## src/rtl/axis_arb_pkg.sv

```systemverilog
// Shared types and defaults for the packet-level AXI-stream character arbiter.
package axis_arb_pkg;

  typedef enum logic {
    IDLE = 1'b0,
    XFER = 1'b1
  } arb_state_e;

  localparam int DEFAULT_DATA_W    = 8;
  localparam int DEFAULT_TAG_DEPTH = 4;

  function automatic int idWidth(input int numReq);
    return $clog2(numReq);
  endfunction

endpackage

```

## src/rtl/axis_tag_fifo.sv

```systemverilog
// Requester-ID FIFO: one entry per packet in flight inside the processor.
// Pointers carry an extra wrap bit so full and empty are distinguishable without a counter.
module axis_tag_fifo #(
  parameter int WIDTH = 2,
  parameter int DEPTH = 4
) (
  input  logic             clk_i,
  input  logic             rst_ni,
  input  logic             push_i,
  input  logic [WIDTH-1:0] data_i,
  input  logic             pop_i,
  output logic             full_o,
  output logic             empty_o,
  output logic [WIDTH-1:0] head_o
);
  localparam int PTR_W = $clog2(DEPTH);

  logic [WIDTH-1:0] mem_q [DEPTH];
  logic [PTR_W:0]   wrPtr_q;
  logic [PTR_W:0]   rdPtr_q;
  logic             doPush;
  logic             doPop;

  assign empty_o = (wrPtr_q == rdPtr_q);
  assign full_o  = (wrPtr_q[PTR_W] != rdPtr_q[PTR_W]) &&
                   (wrPtr_q[PTR_W-1:0] == rdPtr_q[PTR_W-1:0]);
  assign doPop   = pop_i & ~empty_o;
  // A pop frees the head slot in the same cycle, so a push is still legal when full.
  assign doPush  = push_i & (~full_o | doPop);
  assign head_o  = mem_q[rdPtr_q[PTR_W-1:0]];

  always_ff @(posedge clk_i or negedge rst_ni) begin
    if (!rst_ni) begin
      wrPtr_q <= '0;
      rdPtr_q <= '0;
    end else begin
      if (doPush) wrPtr_q <= wrPtr_q + 1'b1;
      if (doPop)  rdPtr_q <= rdPtr_q + 1'b1;
    end
  end

  always_ff @(posedge clk_i) begin
    if (doPush) mem_q[wrPtr_q[PTR_W-1:0]] <= data_i;
  end

endmodule

```

## src/rtl/axis_char_arbiter.sv

```systemverilog
// Round-robin packet arbiter sharing one AXI-stream character processor among requesters.
// Each granted packet's requester ID is queued so the processor's replies route back in order.
module axis_char_arbiter
  import axis_arb_pkg::*;
#(
  parameter int NUM_REQ   = 4,
  parameter int DATA_W    = DEFAULT_DATA_W,
  parameter int TAG_DEPTH = DEFAULT_TAG_DEPTH
) (
  input  logic                       ap_clk,
  input  logic                       ap_rst_n,
  input  logic [NUM_REQ*DATA_W-1:0]  s_tdata,
  input  logic [NUM_REQ-1:0]         s_tvalid,
  input  logic [NUM_REQ-1:0]         s_tlast,
  output logic [NUM_REQ-1:0]         s_tready,
  output logic [DATA_W-1:0]          m_tdata,
  output logic                       m_tvalid,
  output logic                       m_tlast,
  input  logic                       m_tready,
  input  logic [DATA_W-1:0]          r_tdata,
  input  logic                       r_tvalid,
  input  logic                       r_tlast,
  output logic                       r_tready,
  output logic [DATA_W-1:0]          o_tdata,
  output logic                       o_tlast,
  output logic [NUM_REQ-1:0]         o_tvalid,
  input  logic [NUM_REQ-1:0]         o_tready,
  output logic [$clog2(NUM_REQ)-1:0] grant_id,
  output logic                       busy
);
  localparam int ID_W = idWidth(NUM_REQ);

  arb_state_e      state_q;
  logic [ID_W-1:0] grantId_q;
  logic [ID_W-1:0] rrPtr_q;
  logic [ID_W-1:0] pickId_d;
  logic [ID_W-1:0] candId;
  logic [ID_W-1:0] nextPtr_d;
  logic            grantFire;
  logic            lastBeat;
  logic            tagFull;
  logic            tagEmpty;
  logic            tagPop;
  logic [ID_W-1:0] tagHead;

  // Walk from the highest offset down so the requester closest to rrPtr wins.
  always_comb begin
    pickId_d = rrPtr_q;
    candId   = '0;
    for (int k = NUM_REQ - 1; k >= 0; k--) begin
      candId = ID_W'((int'(rrPtr_q) + k) % NUM_REQ);
      if (s_tvalid[candId]) pickId_d = candId;
    end
  end

  assign grantFire = (state_q == IDLE) && (|s_tvalid) && !tagFull;
  assign lastBeat  = (state_q == XFER) && m_tvalid && m_tready && m_tlast;
  assign nextPtr_d = (grantId_q == ID_W'(NUM_REQ - 1)) ? '0 : grantId_q + 1'b1;

  always_ff @(posedge ap_clk or negedge ap_rst_n) begin
    if (!ap_rst_n) begin
      state_q   <= IDLE;
      grantId_q <= '0;
      rrPtr_q   <= '0;
    end else begin
      case (state_q)
        IDLE: begin
          if (grantFire) begin
            grantId_q <= pickId_d;
            state_q   <= XFER;
          end
        end
        XFER: begin
          if (lastBeat) begin
            rrPtr_q <= nextPtr_d;
            state_q <= IDLE;
          end
        end
        default: state_q <= IDLE;
      endcase
    end
  end

  always_comb begin
    s_tready = '0;
    m_tvalid = 1'b0;
    m_tlast  = 1'b0;
    m_tdata  = s_tdata[grantId_q*DATA_W +: DATA_W];
    if (state_q == XFER) begin
      m_tvalid            = s_tvalid[grantId_q];
      m_tlast             = s_tlast[grantId_q];
      s_tready[grantId_q] = m_tready;
    end
  end

  // Replies belong to whichever requester sits at the tag FIFO head.
  always_comb begin
    o_tvalid = '0;
    r_tready = 1'b0;
    if (!tagEmpty) begin
      o_tvalid[tagHead] = r_tvalid;
      r_tready          = o_tready[tagHead];
    end
  end

  assign o_tdata  = r_tdata;
  assign o_tlast  = r_tlast;
  assign tagPop   = r_tvalid & r_tready & r_tlast;
  assign busy     = (state_q == XFER) | ~tagEmpty;
  assign grant_id = grantId_q;

  axis_tag_fifo #(
    .WIDTH (ID_W),
    .DEPTH (TAG_DEPTH)
  ) u_tagFifo (
    .clk_i   (ap_clk),
    .rst_ni  (ap_rst_n),
    .push_i  (grantFire),
    .data_i  (pickId_d),
    .pop_i   (tagPop),
    .full_o  (tagFull),
    .empty_o (tagEmpty),
    .head_o  (tagHead)
  );

endmodule

```

## config.mk

```make
export PLATFORM = sky130hd
export DESIGN_NAME = axis_char_arbiter
export DESIGN_NICKNAME = d
export VERILOG_FILES = /design/src/rtl/axis_arb_pkg.sv /design/src/rtl/axis_tag_fifo.sv /design/src/rtl/axis_char_arbiter.sv
export SDC_FILE = /design/constraint.sdc
export NUM_CORES = 1
export LEC_CHECK = 0
export CORE_MARGIN = 8
export CORE_UTILIZATION = 30
export DETAILED_ROUTE_END_ITERATION = 8
export GPL_TIMING_DRIVEN = 0
export PLACE_DENSITY = 0.68
export SYNTH_ARGS = -nofsm -noshare
export SYNTH_HDL_FRONTEND = slang
export SYNTH_SLANG_ARGS = --single-unit
```

## constraint.sdc

```tcl
create_clock -name ap_clk -period 2.7 [get_ports ap_clk]
set_clock_uncertainty 0.2 [all_clocks]
set_input_delay 0.675 -clock ap_clk [delete_from_list [all_inputs] [get_ports ap_clk]]
set_output_delay 0.675 -clock ap_clk [all_outputs]
set_load 0.02 [all_outputs]
```

==> flow_summary.yaml, run 1 <==
critical_path:
  required_ns: 1.82
  cp_slowest_cell: "mux4_2"
  cp_top_family: "multiplexers"
  critPathArrivalTime_ns: 1.84
  critical_path.max_stage_delay_ns: 0.56
  path_common_cell: "mux2i_2"
  cp_max_fo: 3
  cp-end-kind: "output pin"
  startpoint_type: "register"
  crit_type: "reg2out"
  path_cells: "mux4_2 > mux2i_2 > mux2i_2 > and2_4 > buf_6"
  worst-path-buf-inv: 1
cts:
  cts_hold_buffers: 0
  clk_path_buf_depth: 2
  cts_made_buffers: 3
  cts-root-buf: "clkbuf_8"
  numClockSinks: 19
  cts_tree: "yes"
  path_clk_slew_ns: 0.07
  clk_latency_ns: 0.25
  htree_levels: 1
global_route:
  grt.busiest_layer: "met2"
  grt_usage_pct: 11.8
  antenna_found_initial: 0
  grt_max_degree: 13
  grt_pass1_wl_um: 6840
  grt_use_met2_pct: 19.5
  grt_use_met3_pct: 6.24
  grt_overflow: 0
  gr-usage-met1_pct: 13.2
  grt_pass1_vias: 1444
final_layout:
  diodes: 0
  most-common-layout-cells: "50 x clkdlybuf4s50_1, 20 x buf_4, 12 x mux4_2"
  area_growth_pct: 63.9
  nets: 272
  layout_commonest_cell: "clkdlybuf4s50_1"
  instances_no_fill: 259
  drive_gt1_share_pct: 32.7
  fin_area_um2: 2300
  utilization_pct: 49.8
logic_synthesis:
  yosys_register_bits: 19
  synth_area_leader_cell: "dfrtp_1"
  synth-edff-count: 8
  synthFlopType: "dfrtp_1"
  yosysWarnings: 0
  ys_async_sr_fraction_pct: 57.9
  syn_area_um2: 1410
  synth.avg_cell_area_um2: 12.1
  synth.distinct_cells: 37
  synthDominantCellAreaShare_pct: 19.6
  synth.area.top_cells: "dfrtp_1 20%, mux4_2 18%, edfxtp_1 17%"
  synth_nets: 182
  yosysSeqAreaShare_pct: 36.7
  syn_inst: 116
worst_hold_path:
  min_path_type: "reg2reg"
timing:
  slew_headroom_pct: 50.4
  maxSlewViolCount: 0
  hold_viol: 0
  fmax_ghz: 0.368
  period_share_pct: 101
  final.min_clock_period_ns: 2.72
  setup_viol: 1
  worst_pin_slew_ns: 0.743
  rsz0062_at_grt: "yes"
  setup_ws_ns: -0.0186
floorplanning:
  die_area_um2: 7130
  die_y_um: 84.5
  initial_core_util_pct: 30.4
  io_pins: 88
  die_x_um: 84.5
  coreArea_um2: 4630
  num_rows: 25
power:
  p_leak_nw: 0.998
  pwr_density_cell_nw_per_um2: 925
  irDropWorstVdd_mv: 0.344
routing:
  route.detailed.drc: 0
  post_drt_wl_per_cell_um: 15.9
  routed_wl_um: 4110
  routed-via-count: 1278
  ant_nets: 0
  first_iter_violations: 52
  drt-pass1-iter-count: 4
  routed_via_density: 4.93
run:
  maxCapViolations: 0
run_status:
  violations: "setup timing"
  outcome: "finished, violations left"
placement:
  dp.cells: 249
  dpl.hpwl_um: 3520
  post_dp_cell_area_um2: 2260
  portBuffers: 79
  routabilityCongestion: 0.717
==> area by class of cell <==
type,instances,area (µm²)
Clock buffer,3,41.3
Tap cell,54,67.6
Fill cell,437,2320
Sequential cell,19,519
Clock inverter,1,7.51
Multi-Input combinational cell,77,791
Buffer,12,87.6
Timing Repair Buffer,85,761
Inverter,8,30.0
==> per-stage QoR <==
stage | setup TNS [ns] | power, mW | hold slack (ns) | worst slack [ns]
6_report | -0.0186 | 2.13 | 0.290 | -0.0186
5_1_grt | -0.212 | 2.32 | 0.321 | -0.116
4_1_cts | -0.0612 | 2.10 | 0.291 | -0.0612
3_5_place_dp | -5.44 | 1.91 | 0.281 | -0.598
3_3_place_gp | -5.28 | 1.89 | 0.277 | -0.594
2_1_floorplan | 0 | 1.38 | 0.179 | 0.175
==> synthesized netlist by cell type (2+ instances only) <==
library cell,number
mux2i_1,2
mux2_2,2
ha_1,9
and3_1,5
buf_2,2
edfxtp_1,8
nor3b_1,2
o21ai_0,2
o22ai_1,3
inv_1,8
nand2_1,4
and2_1,6
xor2_1,2
buf_4,9
xnor2_1,5
dfrtp_1,11
a21oi_1,3
mux4_2,11
nor2_1,4
==> registers in the layout, summed over array words and instances, names as in the netlist <==
name / cells
rrPtr_q: 2
u_tagFifo.mem_q: 8
grant_id: 2
state_q: 1
u_tagFifo.rdPtr_q: 3
u_tagFifo.wrPtr_q: 3
==> path summary, 6_finish.rpt <==
| kind | slack (ns) | cells after the start | startpoint | end |
|---|---|---|---|---|
| worst max-delay path | -0.02 | 5 | u_tagFifo.rdPtr_q[0] | r_tready |
| worst min-delay path | 0.29 | 1 | u_tagFifo.wrPtr_q[2] | u_tagFifo.wrPtr_q[2] |
| worst max register to register | 0.56 | 6 | u_tagFifo.rdPtr_q[0] | u_tagFifo.mem_q[2][1] |
| worst min register to register | 0.29 | 1 | u_tagFifo.wrPtr_q[2] | u_tagFifo.wrPtr_q[2] |
| max in group asynchronous | 1.38 | 1 | ap_rst_n | grant_id[0] |
| min in group asynchronous | 0.56 | 1 | ap_rst_n | rrPtr_q[0] |
==> power breakdown <==
part	internal (mW)	switching, mW
combinational	0.727	0.650
sequential	0.425	0.129
clock	0.104	0.0965
==> layer usage <==
metal	part of all wire, %	vias to the layer above
met1	40	594
met3	12	4
met5	0	-
met4	1.0	0
met2	47	70
li1	-	610
==> cell families (layout without fill, tap and decap cells) <==
group                      after synthesis  in the layout  synth area share [%]
buffers and inverters                   20            109                  7.92
AOI/OAI and AO/OA                       13             13                  6.14
xor gates and xnor gates                 7              7                  4.36
and+or+nand+nor                         30             30                  12.4
DFF                                     19             19                  36.7
adders and majority gates                9              9                  8.01
muxes                                   18             18                  24.6
==> repair_timing <==
item                       in CTS  in global routing
setup buffers                   5                  1
resized for setup              88                 15
cloned                          0                  0
setup endpoints to repair      21                 10
pin swaps                       0                  2
(Power assumes the default switching activity.)
==> run 2, diff against run 1 <==
- CAP_MARGIN: default -> 15
==> results of run 2 <==
Final layout, timing and power as in run 1 (identical DEF).
==> run 3, diff against run 2 <==
- SLEW_MARGIN: default -> 25
==> results of run 3 <==
Final layout, timing and power as in run 1 (identical DEF).
